==> src/rtl/memory_arbiter.sv <==
`default_nettype none
// ============================================================================
//  Module   : memory_arbiter
//  Purpose  : Shares one unified RAM port between instruction fetch and data
//             accesses. Data has priority, with a streak limit that forces a
//             pending fetch through. A per-transaction timeout and RAM ERROR
//             responses set a sticky error flag.
//  Revision : 1.0 - initial release
// ============================================================================
module memory_arbiter #(
   parameter int MAX_D_STREAK = 4,
   parameter int TIMEOUT      = 64
) (
   input  logic        CLK,
   input  logic        nRST,
   input  logic        iREN,
   input  logic [31:0] iaddr,
   input  logic        dREN,
   input  logic        dWEN,
   input  logic [31:0] daddr,
   input  logic [31:0] dstore,
   output logic        iwait,
   output logic        dwait,
   output logic [31:0] iload,
   output logic [31:0] dload,
   output logic        ramREN,
   output logic        ramWEN,
   output logic [31:0] ramaddr,
   output logic [31:0] ramstore,
   input  logic [31:0] ramload,
   input  logic [1:0]  ramstate,
   output logic        mem_err
);

   localparam int          SW        = $clog2(MAX_D_STREAK + 1);
   localparam int          TW        = $clog2(TIMEOUT);
   localparam logic [SW-1:0] STREAK_MAX = SW'(MAX_D_STREAK);
   localparam logic [TW-1:0] TCOUNT_MAX = TW'(TIMEOUT - 1);
   localparam logic [1:0]  RS_ACCESS = 2'd2;
   localparam logic [1:0]  RS_ERROR  = 2'd3;
   localparam logic [31:0] ERR_WORD  = 32'hBAD1BAD1;

   typedef enum logic [1:0] {
      IDLE = 2'd0,
      IGNT = 2'd1,
      DGNT = 2'd2
   } state_t;

   state_t        state;
   state_t        next_state;
   logic [SW-1:0] streak;
   logic [TW-1:0] tcount;

   logic dreq;
   logic ends;       // grant-cycle termination condition (ACCESS, ERROR or timeout)
   logic bad_end;    // termination that did not deliver good data
   logic complete;   // owning request still present and transaction finished

   assign dreq    = dREN | dWEN;
   assign ends    = (ramstate == RS_ACCESS) || (ramstate == RS_ERROR) || (tcount == TCOUNT_MAX);
   assign bad_end = ends && (ramstate != RS_ACCESS);

   // Next-state selection, RAM drive and requester handshake outputs
   always_comb begin
      next_state = state;
      ramREN     = 1'b0;
      ramWEN     = 1'b0;
      ramaddr    = 32'h0;
      ramstore   = 32'h0;
      iwait      = iREN;
      dwait      = dreq;
      iload      = 32'h0;
      dload      = 32'h0;
      complete   = 1'b0;
      case (state)
         IDLE: begin
            // Data wins unless a pending fetch has already waited out a full streak
            if (dreq && !(iREN && (streak == STREAK_MAX))) begin
               next_state = DGNT;
            end else if (iREN) begin
               next_state = IGNT;
            end
         end
         DGNT: begin
            ramaddr  = daddr;
            ramstore = dstore;
            ramWEN   = dWEN;
            ramREN   = dREN & ~dWEN;
            if (!dreq) begin
               next_state = IDLE;                 // requester withdrew: abort quietly
            end else if (ends) begin
               complete   = 1'b1;
               dwait      = 1'b0;
               dload      = bad_end ? ERR_WORD : ramload;
               next_state = IDLE;
            end
         end
         IGNT: begin
            ramaddr = iaddr;
            ramREN  = 1'b1;
            if (!iREN) begin
               next_state = IDLE;
            end else if (ends) begin
               complete   = 1'b1;
               iwait      = 1'b0;
               iload      = bad_end ? ERR_WORD : ramload;
               next_state = IDLE;
            end
         end
         default: next_state = IDLE;
      endcase
   end

   // State register
   always_ff @(posedge CLK or negedge nRST) begin
      if (!nRST) state <= IDLE;
      else       state <= next_state;
   end

   // Grant-cycle counter: restarts with every transaction, saturates at the timeout point
   always_ff @(posedge CLK or negedge nRST) begin
      if (!nRST) begin
         tcount <= '0;
      end else if ((state == IDLE) || (next_state == IDLE)) begin
         tcount <= '0;
      end else if (tcount != TCOUNT_MAX) begin
         tcount <= tcount + 1'b1;
      end
   end

   // Sticky error flag: set by any ERROR or timeout completion
   always_ff @(posedge CLK or negedge nRST) begin
      if (!nRST)                  mem_err <= 1'b0;
      else if (complete && bad_end) mem_err <= 1'b1;
   end

   // Count data completions that happened while a fetch was kept waiting
   always_ff @(posedge CLK or negedge nRST) begin
      if (!nRST) begin
         streak <= '0;
      end else if (complete) begin
         if ((state == DGNT) && iREN) begin
            if (streak != STREAK_MAX) streak <= streak + 1'b1;
         end else begin
            streak <= '0;
         end
      end
   end

endmodule
`default_nettype wire

==> config.mk <==
export PLATFORM = sky130hd
export DESIGN_NAME = memory_arbiter
export DESIGN_NICKNAME = d
export VERILOG_FILES = /design/src/rtl/memory_arbiter.sv
export SDC_FILE = /design/constraint.sdc
export NUM_CORES = 1
export LEC_CHECK = 0
export CORE_AREA = 2 2 103 105
export DETAILED_ROUTE_END_ITERATION = 16
export DIE_AREA = 0 0 105 107
export PLACE_DENSITY = 0.69
export SKIP_LAST_GASP = 1
export SYNTH_ARGS = -nofsm -noshare
export SYNTH_HDL_FRONTEND = slang
export SYNTH_SLANG_ARGS = --single-unit
==> constraint.sdc <==
create_clock -name CLK -period 1.97 [get_ports CLK]
set_input_delay 0.394 -clock CLK [delete_from_list [all_inputs] [get_ports CLK]]
set_output_delay 0.394 -clock CLK [all_outputs]
set_load 0.05 [all_outputs]
# Word-level counts from Yosys, hierarchy flattened
# Index checks and enable logic that the tools add are counted.
[op_classes]
add_sub_neg = 2
eq_ne = 10
mux = 29
bitwise_logic = 3
reduce_logical = 13
[op_table]
columns = ["op", "count"]
rows = [
  ["32-bit 2-to-1 mux", 7],
  ["32-bit one-hot mux with 2 select lines", 1],
  ["6-bit 2-to-1 mux", 2],
  ["2-bit 2-to-1 mux", 5],
  ["1-bit 2-to-1 mux", 9],
  ["6-bit by 1-bit adder with 6-bit output (second input constant)", 1],
  ["2-bit == test (second input constant)", 3],
  ["6-bit == test (second input constant)", 1],
  ["3-bit 2-to-1 mux", 2],
  ["6-bit != test (second input constant)", 1],
  ["2-bit one-hot mux with 3 select lines", 1],
  ["1-bit logical AND", 5],
  ["2-bit logical NOT", 2],
  ["1-bit one-hot mux with 2 select lines", 2],
  ["3-bit by 1-bit adder with 3-bit output (second input constant)", 1],
  ["3-bit == test (second input constant)", 1],
  ["1-bit logical OR", 3],
  ["3-bit != test (second input constant)", 1],
  ["2-bit by 1-bit == test with 1-bit output (second input constant)", 1],
  ["2-bit by 1-bit != test with 1-bit output (second input constant)", 1],
  ["2-bit != test (second input constant)", 1],
  ["2-bit AND reduction", 1],
  ["2-bit nonzero test", 1],
  ["1-bit AND", 1],
  ["other kinds (3)", 3],
]
[totals]
reg_bits = 12
in_bits = 135
output_inout_bits = 133
elab_cells = 61

# Logic depth before layout (Yosys ltp)
[logic_depth]
word_depth = 9
mapped_depth = 8
depth_no_buf = 6

# Worst setup path before layout
# OpenSTA, ideal clock, no wires.
[synth_path]
path_kind = "register -> output"
startpoint = "register tcount[0]"
endpoint = "output port dload[13]"
arrival_time_ns = 2.158
setup_slack_ns = -0.582
path_stages_with_launch = 9
path_cell_list = "dfrtp_1 -> ha_1 -> and2_1 -> clkbuf_1 -> a21o_1 -> nand2b_1 -> buf_2 -> buf_2 -> nor2_1"
[synth_via]
elab_chain_len = 7
[synth_lines]
columns = ["item", "line", "rtl"]
rows = [
  ["start: declaration", "52", "logic [TW-1:0] tcount;"],
  ["start signal: assignment", "127", "tcount <= tcount + 1'b1;"],
  ["6-bit == test (*)", "60", "assign ends = (ramstate == RS_ACCESS) || (ramstate == RS_ERROR) || (tcount == TCOUNT_MAX);"],
  ["1-bit logical OR (*)", "60", ""],
  ["1-bit logical AND", "61", "assign bad_end = ends && (ramstate != RS_ACCESS);"],
  ["32-bit 2-to-1 mux", "94", "dload = bad_end ? ERR_WORD : ramload;"],
  ["32-bit 2-to-1 mux (*)", "91", "end else if (ends) begin"],
  ["32-bit 2-to-1 mux (*)", "89", "if (!dreq) begin"],
  ["32-bit 2-to-1 mux (*)", "75", "case (state)"],
  ["end: declaration", "25", "output logic [31:0] dload,"],
]
# Mark *: on every way between the ends. The rest lies on a longest branch, timed or not.

# Worst setup path in the final report
[layout_path]
startpoint = "register tcount[1]"
endpoint = "output port dload[6]"
# The elaborated chain is that of the path after synthesis.

==> flow_summary.ini <==
[yosys]
ys_types = 41
syn-num-nets = 438
synth.ff_latch_count = 12
synth_warnings = 0
synthCells = 296
yosysTopAreaCell = and2_1
synth_edf_count = 0
synth_area_leaders = and2_1 (20%), dfrtp_1 (15%), a22oi_1 (12%)
synth_ff_type = dfrtp_1
syn_avg_cell_area_um2 = 6.79
yosysSeqAreaShare_pct = 14.9
synth_top_area_share_pct = 19.6
async_flop_share_pct = 100
synthesis.area_um2 = 2010

[power]
p_per_area_nw_per_um2 = 1070
internal_power_mw = 4.35
design_power_total_mw = 8.25
p_seq_share_pct = 4.1
switching_power_mw = 3.90
switching_share_pct = 47.3
irDropWorstVdd_mv = 0.801
clkPwrFrac_pct = 3.3
p_leak_nw = 3.14
pwr-share-comb_pct = 92.6

[sta]
skew_ns = 0.0106
slew_violations = 0
rsz0062_at_grt = true
finalCriticalPeriod_ns = 2.14
slew_headroom_pct = 62.2
tightest_slew_ns = 0.565
timing.fmax_ghz = 0.468
fin_ws_ns = -0.166
finalSetupViolCount = 97
hold_violations = 0
finalCritPeriodShare_pct = 108

[critical_path]
rr_endpoint = streak[1]
start_kind = register
ff2ff_path_depth = 9
worstSetupEndpointType = primary output
max_stage_delay_ns = 0.40
cp_max_fo = 7
reg2reg_from = state[1]
cp_cell_sequence = ha_2 -> and2_4 -> a21o_4 -> nand2b_4 -> buf_12 -> nor2_4 -> buf_12
crit_top_cell = buf_12
critPathBufInv = 2
worst-setup-path-type = register to primary output
required_ns = 1.58
crit_family = flip-flops
r2r_setup_slack_ns = -0.06
critPathSlowestCell = dfrtp_1
arrival_ns = 1.74

[drt]
ant_nets = 0
remaining_drc_errors = 0
vias_per_cell = 4.78
dr.pass1.iters = 4
vias = 3502
drt-initial-drc-count = 204
drt-wirelength-per-cell_um = 19.6
routed_wl_um = 14400

[placed_design]
portBuffers = 267
dpl_cell_area_um2 = 6880
place.gp.congestion = 0.852
dp_hpwl_um = 10400

[global_routing]
grt_pass1_wl_um = 21000
first_global_vias = 3811
grt-ovfl-total = 0
antenna_found_initial = 0
grt-busiest-layer = met2
use_met1_pct = 25.1
track_usage_pct = 23.6
grt_max_degree = 33
grt_use_met3_pct = 5.71
grtUsageMet2_pct = 47.4

[cts]
cts-root-buf = clkbuf_8
clock_latency_ns = 0.25
cts-htree-levels = 1
cts.path.max_buffers = 2
cts_hold_buf = 0
clkTransAtPathRegs_ns = 0.06
clock-sinks = 12
cts_tree = done
cts_made_buffers = 3

[floorplanning]
die_x_um = 105
pin_count = 268
die_h_um = 107
dieArea_um2 = 11200
coreArea_um2 = 10100
row_count = 37
start_util_pct = 19.9

[final_layout]
post-route-cell-area_um2 = 7740
final_common_cell = buf_12
layout_common_cells = buf_12 (137), clkdlybuf4s50_1 (130), and2_4 (41), nor2_4 (39)
utilization_pct = 76.7
drive_gt1_share_pct = 60.3
fillers = 584
diodes = 0
fin_nets = 740
area_delta_synth_final_pct = 285

[status]
status = finished with violations
violations = setup timing

[hold_path]
min_from = mem_err
hold_depth = 1
hold-path-endpoint = mem_err
hold_path.class = register to register

[job]
maxCapViolations = 0
## worst max-delay path by stage
stage,startpoint,end,slack [ns],cells past startpoint
after detailed placement,dREN,dload[24],-0.40,5
after floorplan,state[1],ramREN,-0.08,5
after global placement,dREN,dload[19],-0.32,5
after CTS,tcount[0],dload[25],-0.15,7
after global routing,tcount[1],dload[25],-0.19,7
final,tcount[1],dload[6],-0.17,7
## sequential cells by signal, summed over array words and instances, names as in the netlist
name / count
tcount: 6
streak: 3
mem_err: 1
state: 2
## power by group through the flow
stage | Sequential [mW] | Clock [mW] | Combinational [mW]
after floorplan | 0.326 | 0 | 3.46
after global placement | 0.327 | 0 | 6.49
after detailed placement | 0.333 | 0 | 6.57
after CTS | 0.334 | 0.273 | 7.39
after global routing | 0.343 | 0.288 | 7.90
final | 0.341 | 0.272 | 7.64
## cell usage after synthesis (all sizes together) (2+ instances only)
master	number
a22oi	32
ha	7
nor2b	33
xnor2	2
o21ai	2
a21o	2
dfrtp	12
a211oi	5
and3	2
and2	63
nand3	4
a21oi	8
nand2b	4
a32o	2
nand2	6
inv	8
o31ai	2
clkbuf	16
a221oi	3
nor2	59
buf	10
## stage by stage
stage	hold slack, ns	TNS (ns)	cells	setup WS, ns
after global routing	0.485	-16.68	733	-0.191
after CTS	0.460	-11.43	725	-0.152
final	0.459	-10.38	733	-0.166
after detailed placement	0.447	-16.94	704	-0.403
after global placement	0.441	-14.37	704	-0.316
after floorplan	0.0984	-0.815	296	-0.0753
## layer usage
metal	wire [um]	up-vias
li1	-	1616
met1	5120	1661
met2	7960	207
met3	1110	18
met4	193	0
met5	0	-
## layout make-up
class / count / area, um^2 / area share, %
clock buffers: 4 / 55.1 / 0.712
inverters: 8 / 30.0 / 0.388
multi-input cells: 251 / 2470 / 31.9
flip-flops and latches: 12 / 302 / 3.90
well taps: 136 / 170 / 2.20
repair buffers: 322 / 4710 / 60.9
## kinds of logic after synthesis
| kind of cell | share of synthesized area, % |
|---|---|
| multiplexers | 0.498 |
| AND/OR/NAND/NOR | 47.5 |
| AO/OA/AOI/OAI | 24.4 |
| XOR/XNOR | 0.872 |
| buffers and inverters | 7.41 |
| adder cells (fa/ha/maj) | 4.36 |
| flip-flops | 14.9 |
## what timing repair did
| item | CTS | global route |
|---|---|---|
| setup buffers | 8 | 6 |
| endpoints found under the setup margin | 136 | 140 |
| gates resized for setup | 82 | 39 |
| cloned | 9 | 2 |
| pin swaps | 22 | 15 |
Note: power is estimated with default switching activity, not from simulation.
